<file path="config.mk">
export PLATFORM = sky130hd
export DESIGN_NAME = uart_rx
export DESIGN_NICKNAME = d
export VERILOG_FILES = /design/src/rtl/uart_rx.sv
export SDC_FILE = /design/constraint.sdc
export NUM_CORES = 1
export LEC_CHECK = 0
export CAP_MARGIN = 40
export CORE_ASPECT_RATIO = 1.1
export CORE_MARGIN = 1.5
export CORE_UTILIZATION = 30
export DETAILED_ROUTE_END_ITERATION = 16
export HOLD_SLACK_MARGIN = 0.1
export PLACE_DENSITY_LB_ADDON = 0.2
export SETUP_SLACK_MARGIN = 0.1
export SLEW_MARGIN = 20
export SYNTH_ARGS = -nofsm -noshare
export SYNTH_HDL_FRONTEND = slang
export SYNTH_SLANG_ARGS = --single-unit
</file>
<file path="constraint.sdc">
create_clock -name CLK -period 1.9 [get_ports CLK]
set_input_delay 0.19 -clock CLK [delete_from_list [all_inputs] [get_ports CLK]]
set_output_delay 0.19 -clock CLK [all_outputs]
set_load 0.01 [all_outputs]
</file>
<file path="src/rtl/uart_rx.sv">
// UART receiver: 2-flop input sync, PRESCALE-times oversampling, 3-sample majority vote,
// optional even/odd parity, one-cycle result strobes.
//
// state  | meaning
// IDLE   | line idle, waiting for rx_s low
// START  | confirming start bit (majority 1 = glitch, back to IDLE)
// DATA   | collecting DATA_WIDTH bits, LSB first
// PARITY | checking parity bit against latched PAR_TYP
// STOP   | checking stop bit, issuing strobes on its last edge
module uart_rx #(
    parameter int DATA_WIDTH = 8,
    parameter int PRESCALE   = 8
) (
    input  logic                  CLK,
    input  logic                  RST,
    input  logic                  RX_IN,
    input  logic                  PAR_EN,
    input  logic                  PAR_TYP,
    output logic [DATA_WIDTH-1:0] P_DATA,
    output logic                  Data_Valid,
    output logic                  Par_Err,
    output logic                  Stp_Err,
    output logic                  rx_busy
);

    localparam int CW = $clog2(PRESCALE);
    localparam int BW = (DATA_WIDTH > 1) ? $clog2(DATA_WIDTH) : 1;

    localparam logic [CW-1:0] EDGE_LAST = CW'(PRESCALE - 1);
    localparam logic [CW-1:0] SMP_0     = CW'(PRESCALE / 2 - 1);
    localparam logic [CW-1:0] SMP_1     = CW'(PRESCALE / 2);
    localparam logic [CW-1:0] SMP_2     = CW'(PRESCALE / 2 + 1);
    localparam logic [BW-1:0] BIT_LAST  = BW'(DATA_WIDTH - 1);

    typedef enum logic [2:0] {IDLE, START, DATA, PARITY, STOP} state_t;

    state_t                  state;
    logic                    rx_meta;
    logic                    rx_s;
    logic [CW-1:0]           edge_cnt;
    logic [BW-1:0]           bit_cnt;
    logic                    smp0;
    logic                    smp1;
    logic                    bit_val;
    logic                    maj;
    logic [DATA_WIDTH-1:0]   shreg;
    logic                    par_en_l;
    logic                    par_typ_l;
    logic                    par_fail;

    always_ff @(posedge CLK or negedge RST) begin
        if (!RST) begin
            rx_meta <= 1'b1;
            rx_s    <= 1'b1;
        end else begin
            rx_meta <= RX_IN;
            rx_s    <= rx_meta;
        end
    end

    // third sample is the live rx_s on the SMP_2 edge
    assign maj = (smp0 & smp1) | (smp0 & rx_s) | (smp1 & rx_s);

    always_ff @(posedge CLK or negedge RST) begin
        if (!RST) begin
            state      <= IDLE;
            edge_cnt   <= '0;
            bit_cnt    <= '0;
            smp0       <= 1'b1;
            smp1       <= 1'b1;
            bit_val    <= 1'b1;
            shreg      <= '0;
            par_en_l   <= 1'b0;
            par_typ_l  <= 1'b0;
            par_fail   <= 1'b0;
            P_DATA     <= '0;
            Data_Valid <= 1'b0;
            Par_Err    <= 1'b0;
            Stp_Err    <= 1'b0;
            rx_busy    <= 1'b0;
        end else begin
            Data_Valid <= 1'b0;
            Par_Err    <= 1'b0;
            Stp_Err    <= 1'b0;

            if (state != IDLE) begin
                edge_cnt <= (edge_cnt == EDGE_LAST) ? '0 : edge_cnt + 1'b1;
                if (edge_cnt == SMP_0) smp0    <= rx_s;
                if (edge_cnt == SMP_1) smp1    <= rx_s;
                if (edge_cnt == SMP_2) bit_val <= maj;
            end

            case (state)
                IDLE: begin
                    // the detect edge is edge 0 of the start bit
                    if (!rx_s) begin
                        par_en_l  <= PAR_EN;
                        par_typ_l <= PAR_TYP;
                        par_fail  <= 1'b0;
                        edge_cnt  <= CW'(1);
                        rx_busy   <= 1'b1;
                        state     <= START;
                    end
                end
                START: begin
                    if (edge_cnt == EDGE_LAST) begin
                        if (!bit_val) begin
                            bit_cnt <= '0;
                            state   <= DATA;
                        end else begin
                            rx_busy <= 1'b0;
                            state   <= IDLE;
                        end
                    end
                end
                DATA: begin
                    if (edge_cnt == EDGE_LAST) begin
                        shreg[bit_cnt] <= bit_val;
                        if (bit_cnt == BIT_LAST) begin
                            state <= par_en_l ? PARITY : STOP;
                        end else begin
                            bit_cnt <= bit_cnt + 1'b1;
                        end
                    end
                end
                PARITY: begin
                    if (edge_cnt == EDGE_LAST) begin
                        if (bit_val != ((^shreg) ^ par_typ_l)) par_fail <= 1'b1;
                        state <= STOP;
                    end
                end
                STOP: begin
                    if (edge_cnt == EDGE_LAST) begin
                        Par_Err <= par_fail;
                        Stp_Err <= ~bit_val;
                        if (!par_fail && bit_val) begin
                            Data_Valid <= 1'b1;
                            P_DATA     <= shreg;
                        end
                        rx_busy <= 1'b0;
                        state   <= IDLE;
                    end
                end
                default: begin
                    rx_busy <= 1'b0;
                    state   <= IDLE;
                end
            endcase
        end
    end

endmodule

</file>
==> Yosys cells after proc, flatten, opt, wreduce, memory -nomap -nowiden <==
Cells that the tools add are included.
{ "word_totals": {"out_inout_bits": 12, "wordCells": 106, "in_bits": 5, "register_bits": 37} }
{ "op_classes": {"muxes": 37, "n_eq_ne": 20, "reduce_logical": 19, "add_sub_neg": 2, "bitwise_logic": 9, "order_cmp": 2} }
{ "ops": {"columns": ["operator", "n"], "rows": [
  ["3-bit 2-to-1 mux", 15],
  ["2-bit != test (second input constant)", 10],
  ["3-bit == test (second input constant)", 5],
  ["1-bit 2-to-1 mux", 15],
  ["3-bit case mux with 5 select lines", 1],
  ["2-bit AND reduction", 5],
  ["5-bit AND reduction", 2],
  ["3-bit by 2-bit == test with 1-bit output (second input constant)", 3],
  ["8-bit bitwise mux", 1],
  ["8-bit parity", 1],
  ["3-bit by 1-bit adder with 3-bit output (second input constant)", 2],
  ["3-bit case mux with 2 select lines", 1],
  ["6-bit AND reduction", 1],
  ["3-bit by 4-bit less-than comparator with 1-bit output (second input constant)", 1],
  ["1-bit case mux with 4 select lines", 1],
  ["4-bit AND reduction", 1],
  ["2-bit nonzero test", 2],
  ["1-bit bitwise AND", 3],
  ["1-bit demux with 3-bit select", 1],
  ["3-bit by 1-bit == test with 1-bit output (second input constant)", 1],
  ["3-bit by 1-bit greater-or-equal comparator with 1-bit output (second input constant)", 1],
  ["3-bit zero test", 1],
  ["1-bit NOT", 3],
  ["3-bit AND reduction", 1],
  ["9 further kinds", 11]
]} }

==> Logic depth before layout (Yosys ltp) <==
Gate-level depths: netlist of run 1.
{ "depth": {"ltp_word": 6, "depth_mapped": 7, "mapped_depth_nobuf": 6} }

==> Worst setup path before layout of run 1 <==
Ideal clock, no wire load.
{ "synth_timing": {"path_kind": "reg-to-reg", "from": "register bit_cnt[1]", "to": "register bit_cnt[0]", "t_arrival_ns": 1.687, "setup_time_ns": 0.125, "period_less_slack_ns": 1.812, "path_buffers": 0, "slack_ns": 0.088, "t_required_ns": 1.775, "stages_incl_launch_ff": 7, "cell_sequence": "dfrtp_1 ha_1 ha_1 nor3b_2 a21oi_1 or3b_4 mux2_4"} }
{ "synth_via": {"elab_chain_len": 3} }
{ "synth_rtl": {"columns": ["item", "line", "source"], "rows": [
  ["start, declared", "41", "logic [BW-1:0] bit_cnt;"],
  ["start signal, assigned", "122", "bit_cnt <= bit_cnt + 1'b1;"],
  ["3-bit == test", "119", "if (bit_cnt == BIT_LAST) begin"],
  ["2-bit != test (no source line)", null, null],
  ["5-bit AND reduction (no source line)", null, null]
]} }
No other way between the ends.
A chain may end at the register's enable or synchronous reset.

==> Final worst setup path of run 1 <==
Ends and elaborated chain as after synthesis.

==> impl_metrics.ini, run 1 <==
[grt]
grt_pass1_vias = 1186
grt_max_degree = 38
track_usage = 0.1105
grt_antenna_before_repair = 0
grt_overflow = 0
grt_pass1_wl_mm = 5.533

[pwr]
p_int_mw = 1.852
pwr_density_cell_nw_per_um2 = 1189
clkPwrFrac = 0.263
p_comb_frac = 0.301
p_sw_mw = 0.8374
switching_share = 0.3114
p_seq_frac = 0.436
leakagePower_nw = 1.064
ir_drop_mv = 0.4083

[cts]
ctsRootBufferMaster = clkbuf_8
clk_latency_ns = 0.29
clk_pin_slew_worst_paths_ns = 0.08
clock-sinks = 37
cts_tree = yes
cts_buffers = 5
cts_buffer_depth = 2
htreeDepth = 2

[worst_setup_path]
startpoint = bit_cnt[1]$_DFFE_PN0P_
crit_chain = ha_2, ha_4, nor3b_2, a21oi_1, or3b_4, mux2_4
max_stage_delay_ns = 0.41
arrival_ns = 1.94
critical_path.endpoint = bit_cnt[0]$_DFFE_PN0P_
critPathMaxFanout = 3
critPathKind = register to register
rr_worst_depth = 6
cp_num_cells = 6
cpLargestDelayFamily = simple AND/OR/NAND/NOR gates
timing.rr.end = bit_cnt[0]$_DFFE_PN0P_
cp_data_required_time_ns = 2.08
worstSetupEndpointType = register
r2r-start = bit_cnt[1]$_DFFE_PN0P_
regToRegSetupSlack_ns = 0.13
path_buf_inv = 0
startpoint_type = register
crit_slowest_cell = or3b_4

[yosys]
synth_nets = 160
synth_top_flop_cell = dfrtp_1
syn_area_um2 = 1782
async_reset_ff_frac = 1.000
synth_top_area_frac = 0.4494
syn_inst = 148
yosys_warnings = 0
synth_edf_count = 0
synth-seq-area-share = 0.5232
synth-seq-cells = 37
synth_cell_type_count = 37
yosysTopAreaCell = dfrtp_1
synthTopCellsByArea = dfrtp_1 (45%), mux2_2 (13%), dfstp_2 (7.4%)
postSynthAreaPerCell_um2 = 12.04

[route]
vias = 1173
firstDrtPassIters = 4
first_iter_violations = 76
wl_per_cell_um = 12.70
drt-vias-per-instance = 4.582
ant_nets = 0
wl_mm = 3.251
drc = 0

[run_status]
status = completed

[finish]
layout_common_cells = dfrtp_1 (32), mux2_2 (20), clkdlybuf4s50_1 (15), buf_4 (12), nand2_1 (10)
final_common_cell = dfrtp_1
final_util = 0.3919
area_growth_pct = 26.90
fin_nets = 190
drive_above_1_share = 0.3128
antenna_cells = 0

[floorplanning]
initial_core_util = 0.3088
io_pins = 17
fp.coreArea_um2 = 5769
rows = 29
die_w_um = 76.48
die_area_um2 = 6411
die_y_um = 83.83

[timing]
finalCritPeriodShare = 0.9304
fin_worst_skew_ns = 0.009007
slew_headroom = 0.6739
setup-tns-final_ns = 0
rsz0062_at_grt = yes
min_period_ns = 1.768
tightest_slew_ns = 0.4891
maxSlewViolCount = 0
clock.fmax_mhz = 565.7
setup_viol = 0
hold_viol = 0

[placement]
dpl.hpwl_mm = 2.208
gp_congestion = 0.8760
numPortBuffers = 16

[hold_path]
min_path_type = primary input to register

[run]
cap_violations = 0
## layout make-up
cell class | instances | area [µm²]
clock buffers | 7 | 86.33
clock inverters | 1 | 30.03
fillers | 539 | 3508
inverters | 7 | 26.28
multi-input cells | 97 | 807.0
flip-flops and latches | 37 | 932.1
well taps | 77 | 96.34
repair buffers | 30 | 282.8
## cell families after synthesis
kind of cell	count (synthesis)	synth area share
fa+ha+maj	7	0.04916
buf+inv	14	0.04003
simple gates	41	0.1327
xor+xnor	8	0.04705
compound gates	18	0.06180
mux	23	0.1461
flops	37	0.5232
## power groups by stage
stage | Clock (mW) | Sequential [mW] | Combinational [mW]
after CTS | 0.723 | 1.17 | 0.795
after global routing | 0.757 | 1.20 | 0.903
after detailed placement | 0 | 1.18 | 0.765
after floorplan | 0 | 1.09 | 0.633
final | 0.706 | 1.17 | 0.810
after global placement | 0 | 1.17 | 0.745
## registers in the layout (all words and copies together) (netlist names)
register and count:
P_DATA 8, rx_busy 1, par_fail 1, Data_Valid 1, bit_cnt 3, rx_s 1, par_typ_l 1, smp0 1
rx_meta 1, Par_Err 1, smp1 1, bit_val 1, Stp_Err 1, state 3, shreg 8, par_en_l 1
edge_cnt 3
## worst min-delay path by stage
stage / depth (start not counted) / from / slack (ns) / to
after floorplan: 0 / RST / -0.11 / Data_Valid$_DFF_PN0_
after global placement: 1 / RST / 0.33 / par_typ_l$_DFFE_PN0P_
after detailed placement: 1 / RST / 0.35 / par_typ_l$_DFFE_PN0P_
after CTS: 1 / RX_IN / 0.29 / rx_meta$_DFF_PN1_
after global routing: 1 / RX_IN / 0.28 / rx_meta$_DFF_PN1_
final: 1 / RX_IN / 0.30 / rx_meta$_DFF_PN1_
## per-stage QoR
step	cells	cell area [µm²]	total power, mW	worst slack, ns	hold slack [ns]
5_1_grt	256	2261	2.863	0.06346	0.2826
4_1_cts	252	2208	2.691	0.1018	0.2919
2_1_floorplan	148	1784	1.721	0.1144	-0.1056
3_3_place_gp	241	2043	1.917	0.1023	0.3301
6_report	256	2261	2.689	0.1322	0.3002
3_5_place_dp	241	2043	1.947	0.08927	0.3468
## worst reg2reg max path, cell delays in order (launching register included)
cell	delay (ns)
dfrtp_1	0.39
ha_2	0.19
ha_4	0.16
nor3b_2	0.14
a21oi_1	0.05
or3b_4	0.41
mux2_4	0.30
## cell usage after synthesis, drive strengths merged, types with 2 or more instances
cell type   n
mux2       21
mux2i       2
dfrtp      32
nor2        8
a21oi       5
dfstp       5
ha          7
inv         7
and3        3
nand2      10
nand3       4
nand4       3
nor2b       3
o21ai       7
xnor2       6
buf         5
nor3b       3
clkbuf      2
## layer usage
metal	up-vias	wire, µm	global-route usage
li1	572	-	-
met1	578	1460	0.1271
met2	17	1635	0.1883
met3	6	103	0.03607
met4	0	51	0.04545
met5	-	0	0
## what timing repair did
item,CTS,global route
hold buffers,1,0
cloned,0,0
pin swaps,1,1
setup buffers,2,3
gates resized for setup,4,1
hold endpoints to repair,32,0
setup endpoints to repair,10,11
(Power assumes the default switching activity.)
==> run 2, diff against run 1 <==
CORE_UTILIZATION = 45   (was 30)
clock period = 1.7 ns   (was 1.9 ns; I/O delays follow)
==> run 2 against run 1 <==
The flow now finishes with violations (negative setup slack). Critical path depth is the same. First-iteration DRC count is 72% lower. Sequential share of layout area decreased by 1.9 points. Utilization up 25 points. Clock power down 4.8%. Largest cell class unchanged. Fmax down 0.51%. Clock skew down 0.0064 ns. Die area down 32%. Cell area increased by 5.7%. Non-clock buffer count rose by 11. Worst hold slack worse by 0.11 ns.
==> impl_metrics.ini, run 2 (same netlist as run 1, synthesis figures left out) <==
[run_status]
status = finished with violations
violations = negative setup slack

[timing]
clock.fmax_mhz = 562.8
rsz0062_at_grt = yes
maxSlewViolCount = 0
min_period_ns = 1.777
setup_viol = 2
timing.hold.ws_ns = 0.1928
tightest_slew_ns = 0.4548
fin_worst_skew_ns = 0.002571
hold_viol = 0
slew_headroom = 0.6958
finalCritPeriodShare = 1.045
final_critical_path_setup_slack_ns = -0.07684

[route]
firstDrtPassIters = 4
ant_nets = 0
first_iter_violations = 21
vias = 1249
wl_per_cell_um = 14.84
drc = 0
wl_mm = 3.577
drt-vias-per-instance = 5.183

[pwr]
pwr_density_cell_nw_per_um2 = 1319
p_sw_mw = 1.030
clkPwrFrac = 0.213
p_int_mw = 2.123
p_comb_frac = 0.360
ir_drop_mv = 0.8769
p_seq_frac = 0.427
leakagePower_nw = 1.135
p_total_mw = 3.153
switching_share = 0.3266

[cts]
cts_buffers = 5
htreeDepth = 2
clock-sinks = 37
cts_tree = yes
clk_latency_ns = 0.29
cts_hold_buffers = 0
ctsRootBufferMaster = clkbuf_8
cts_buffer_depth = 2
clk_pin_slew_worst_paths_ns = 0.07

[worst_setup_path]
critPathMaxFanout = 2
cpLargestDelayFamily = simple AND/OR/NAND/NOR gates
cp_data_required_time_ns = 1.88
critPathKind = register to register
max_stage_delay_ns = 0.39
worstSetupEndpointType = register
crit_chain = ha_2, ha_4, nor3b_2, a21oi_1, or3b_4, mux2_4
crit_slowest_cell = dfrtp_1
path_buf_inv = 0
arrival_ns = 1.96
startpoint_type = register

[grt]
grt_pass1_vias = 1206
grt_overflow = 0
grt_pass1_wl_mm = 5.616
track_usage = 0.1752
grt_max_degree = 30
grt_antenna_before_repair = 0

[finish]
drive_above_1_share = 0.4241
final_common_cell = dfrtp_1
finalInstanceArea_um2 = 2390
reg.largest.list = P_DATA (8), shreg (8)
fin_nets = 202
layout_common_cells = dfrtp_1 (29), buf_4 (21), mux2_2 (19), clkdlybuf4s50_1 (16), nand2_1 (10)
final_util = 0.6437
area_growth_pct = 34.13
n_fill_cell = 265
antenna_cells = 0

[floorplanning]
fp.coreArea_um2 = 3712
io_pins = 17
die_area_um2 = 4346
die_y_um = 69.00
rows = 23
die_w_um = 63.00
initial_core_util = 0.4799

[placement]
dpl_cell_area_um2 = 2106
gp_congestion = 0.7834
numPortBuffers = 16
dpl.hpwl_mm = 2.238

[hold_path]
min_path_type = primary input to async pin

[run]
cap_violations = 0
## run 2: changes by cell type in the layout (fill, tap and decap cells not counted), moves of 2 or more
| cell | before | now |
|---|---|---|
| dfrtp_2 | 0 | 3 |
| buf_4 | 12 | 21 |
| ha_4 | 1 | 3 |
| dfrtp_1 | 32 | 29 |
## run 2: power by group through the flow
stage | registers (mW) | clock network, mW | logic, mW
after detailed placement | 1.32 | 0 | 0.917
after global placement | 1.30 | 0 | 0.884
after global routing | 1.37 | 0.719 | 1.26
final | 1.34 | 0.672 | 1.14
after floorplan | 1.22 | 0 | 0.718
after CTS | 1.33 | 0.687 | 0.968
## run 2: final cells by class
class                           instances  area, µm²  share of cell area
Tap cell                               50      62.56             0.02618
Clock buffer                            7      96.34             0.04031
Multi-Input combinational cell         98      893.4              0.3738
Sequential cell                        37      939.7              0.3932
Timing Repair Buffer                   41      366.6              0.1534
Inverter                                7      26.28             0.01099
Clock inverter                          1      5.005            0.002094
## run 2: worst reg2reg max path, delay by kind of cell, from the launching register on
| family | cells | cell delay, ns |
|---|---|---|
| compound gates | 1 | 0.06 |
| mux | 1 | 0.31 |
| flops | 1 | 0.39 |
| fa+ha+maj | 2 | 0.36 |
| simple gates | 2 | 0.54 |
## run 2: what timing repair did
item	4_1_cts	5_1_grt
setup buffers	1	9
cloned	1	0
resized for setup	11	10
pin swaps	0	3
endpoints found under the setup margin	21	24
## run 2: path summary, 6_finish.rpt
| path | start | slack (ns) | depth (start not counted) | to |
|---|---|---|---|---|
| setup / recovery | bit_cnt[0]$_DFFE_PN0P_ | -0.08 | 6 | bit_cnt[0]$_DFFE_PN0P_ |
| hold / removal | RST | 0.19 | 1 | edge_cnt[2]$_DFF_PN0_ |
| setup reg to reg | bit_cnt[0]$_DFFE_PN0P_ | -0.08 | 6 | bit_cnt[0]$_DFFE_PN0P_ |
| hold reg to reg | rx_meta$_DFF_PN1_ | 0.36 | 0 | rx_s$_DFF_PN1_ |
| max in group asynchronous | RST | 1.00 | 2 | state[1]$_DFFE_PN0P_ |
| min in group CLK | RX_IN | 0.28 | 1 | rx_meta$_DFF_PN1_ |
## run 2: metal layers
metal,GRT usage,wire length [µm]
met3,0.03571,109
met2,0.3032,1834
met4,0.1000,96
met5,0,0
met1,0.2073,1536
## run 2: through the flow
step | TNS [ns] | worst slack, ns | std cells
final | -0.07855 | -0.07684 | 241
after global routing | -0.2248 | -0.1166 | 241
after CTS | -0.07876 | -0.07639 | 232
after detailed placement | -0.1512 | -0.06550 | 222
after global placement | -0.01140 | -0.01140 | 222
after floorplan | -0.06997 | -0.06997 | 148
==> run 3, diff against run 2 <==
ABC_AREA = 0   (was unset)
REMOVE_ABC_BUFFERS = 1   (was unset)
==> run 3 against run 2 <==
The run still ends with negative setup slack left. Die area is the same. Clock power grew 13%. Setup slack gained 0.025 ns. Non-clock buffer count grew 3.
==> impl_metrics.ini, run 3 (same netlist as run 1, synthesis figures left out) <==
[run_status]
status = finished with violations
violations = negative setup slack

[pwr]
p_int_mw = 2.228
p_sw_mw = 1.079
p_seq_frac = 0.387
pwr_density_cell_nw_per_um2 = 1345
ir_drop_mv = 0.6961
leakagePower_nw = 1.191
switching_share = 0.3264
p_comb_frac = 0.382
clkPwrFrac = 0.231

[route]
drt-vias-per-instance = 5.205
wl_per_cell_um = 14.77
wl_mm = 3.603
first_iter_violations = 25
firstDrtPassIters = 4
drc = 0
vias = 1270
ant_nets = 0

[cts]
cts_hold_buffers = 0
cts_buffers = 5
cts_tree = yes
clock-sinks = 37
cts_buffer_depth = 2
htreeDepth = 2
clk_pin_slew_worst_paths_ns = 0.08
ctsRootBufferMaster = clkbuf_8
clk_latency_ns = 0.29

[grt]
grt_overflow = 0
track_usage = 0.1796
grt_pass1_wl_mm = 5.692
grt_max_degree = 38
grt_antenna_before_repair = 0
grt_pass1_vias = 1213

[finish]
fin_nets = 205
final_cells = 244
reg.largest.list = P_DATA (8), shreg (8)
final_util = 0.6623
finalInstanceArea_um2 = 2459
area_growth_pct = 37.99
drive_above_1_share = 0.4536
final_common_cell = dfrtp_1
layout_common_cells = dfrtp_1 (29), buf_4 (27), mux2_2 (16), clkdlybuf4s50_1 (16), nand2_1 (8)
antenna_cells = 0

[floorplanning]
die_y_um = 69.00
rows = 23
io_pins = 17
initial_core_util = 0.4799
die_area_um2 = 4346
die_w_um = 63.00
fp.coreArea_um2 = 3712

[timing]
setup_viol = 3
fin_worst_skew_ns = 0.006478
clock.fmax_mhz = 570.9
finalCritPeriodShare = 1.030
hold_viol = 0
rsz0062_at_grt = yes
min_period_ns = 1.752
setup-tns-final_ns = -0.06895
final_critical_path_setup_slack_ns = -0.05158
slew_headroom = 0.6913
tightest_slew_ns = 0.4630
maxSlewViolCount = 0

[placement]
gp_congestion = 0.8046
dpl.hpwl_mm = 2.278
dpl_cell_area_um2 = 2079
dpl_worst_slack_ns = -0.1100
numPortBuffers = 16
dp_cells = 223

[worst_setup_path]
arrival_ns = 1.94
startpoint_type = register
path_buf_inv = 0
crit_slowest_cell = dfrtp_1
critPathKind = register to register
worstSetupEndpointType = register
max_stage_delay_ns = 0.39
critPathMaxFanout = 2
crit_chain = ha_2, ha_4, nor3b_2, a21oi_1, or3b_4, mux2_4
cp_data_required_time_ns = 1.88
cpLargestDelayFamily = simple AND/OR/NAND/NOR gates

[hold_path]
min_path_type = primary input to register

[run]
cap_violations = 0
## run 3: changes by cell type in the layout (fill, tap and decap cells not counted), sizes merged
cell          delta
buf              +5
dlymetal6s2s     -1
clkbuf           -3
bufinv           +1
clkinvlp         +1
## run 3: final cells by class
class	instances	area, µm²
well taps	50	62.56
clock inverters	3	46.29
fillers	263	1254
multi-input cells	98	940.9
repair buffers	44	374.1
inverters	7	26.28
clock buffers	5	68.82
flip-flops and latches	37	939.7
## run 3: worst paths after layout
| check | startpoint | to | slack, ns | depth (start not counted) |
|---|---|---|---|---|
| setup / recovery | bit_cnt[1]$_DFFE_PN0P_ | bit_cnt[0]$_DFFE_PN0P_ | -0.05 | 6 |
| hold / removal | RX_IN | rx_meta$_DFF_PN1_ | 0.28 | 1 |
| setup reg to reg | bit_cnt[1]$_DFFE_PN0P_ | bit_cnt[0]$_DFFE_PN0P_ | -0.05 | 6 |
| hold reg to reg | rx_meta$_DFF_PN1_ | rx_s$_DFF_PN1_ | 0.37 | 0 |
| max in group asynchronous | RST | smp0$_DFFE_PN1P_ | 1.05 | 2 |
| min in group asynchronous | RST | P_DATA[7]$_DFFE_PN0P_ | 0.30 | 2 |
## run 3: worst reg2reg max path: stages (launching register included)
cell and delay (ns):
dfrtp_1 0.39, ha_2 0.20, ha_4 0.16, nor3b_2 0.15, a21oi_1 0.06, or3b_4 0.38, mux2_4 0.30
## run 3: routing by layer
| metal | track usage | wire [µm] |
|---|---|---|
| met4 | 0.08056 | 55 |
| met1 | 0.1958 | 1462 |
| met5 | 0 | 0 |
| met3 | 0.04383 | 113 |
| met2 | 0.3364 | 1972 |
## run 3: power by group through the flow
stage	Combinational, mW	Sequential, mW	Clock (mW)
floorplan	0.588	1.27	0
global placement	0.889	1.30	0
detailed placement	0.925	1.31	0
CTS	1.06	1.28	0.789
global route	1.39	1.30	0.824
finish	1.26	1.28	0.762
## run 3: what timing repair did
| action | in CTS | in global routing |
|---|---|---|
| setup endpoints to repair | 21 | 23 |
| gates resized for setup | 16 | 21 |
| buffers inserted | 4 | 8 |
| pin swaps | 3 | 6 |
| gates cloned | 1 | 0 |
## run 3: through the flow
step	hold WS [ns]	power, mW
2_1_floorplan	-0.1256	1.860
3_3_place_gp	0.3473	2.185
3_5_place_dp	0.3505	2.234
4_1_cts	0.2639	3.128
5_1_grt	0.2823	3.523
6_report	0.2755	3.307
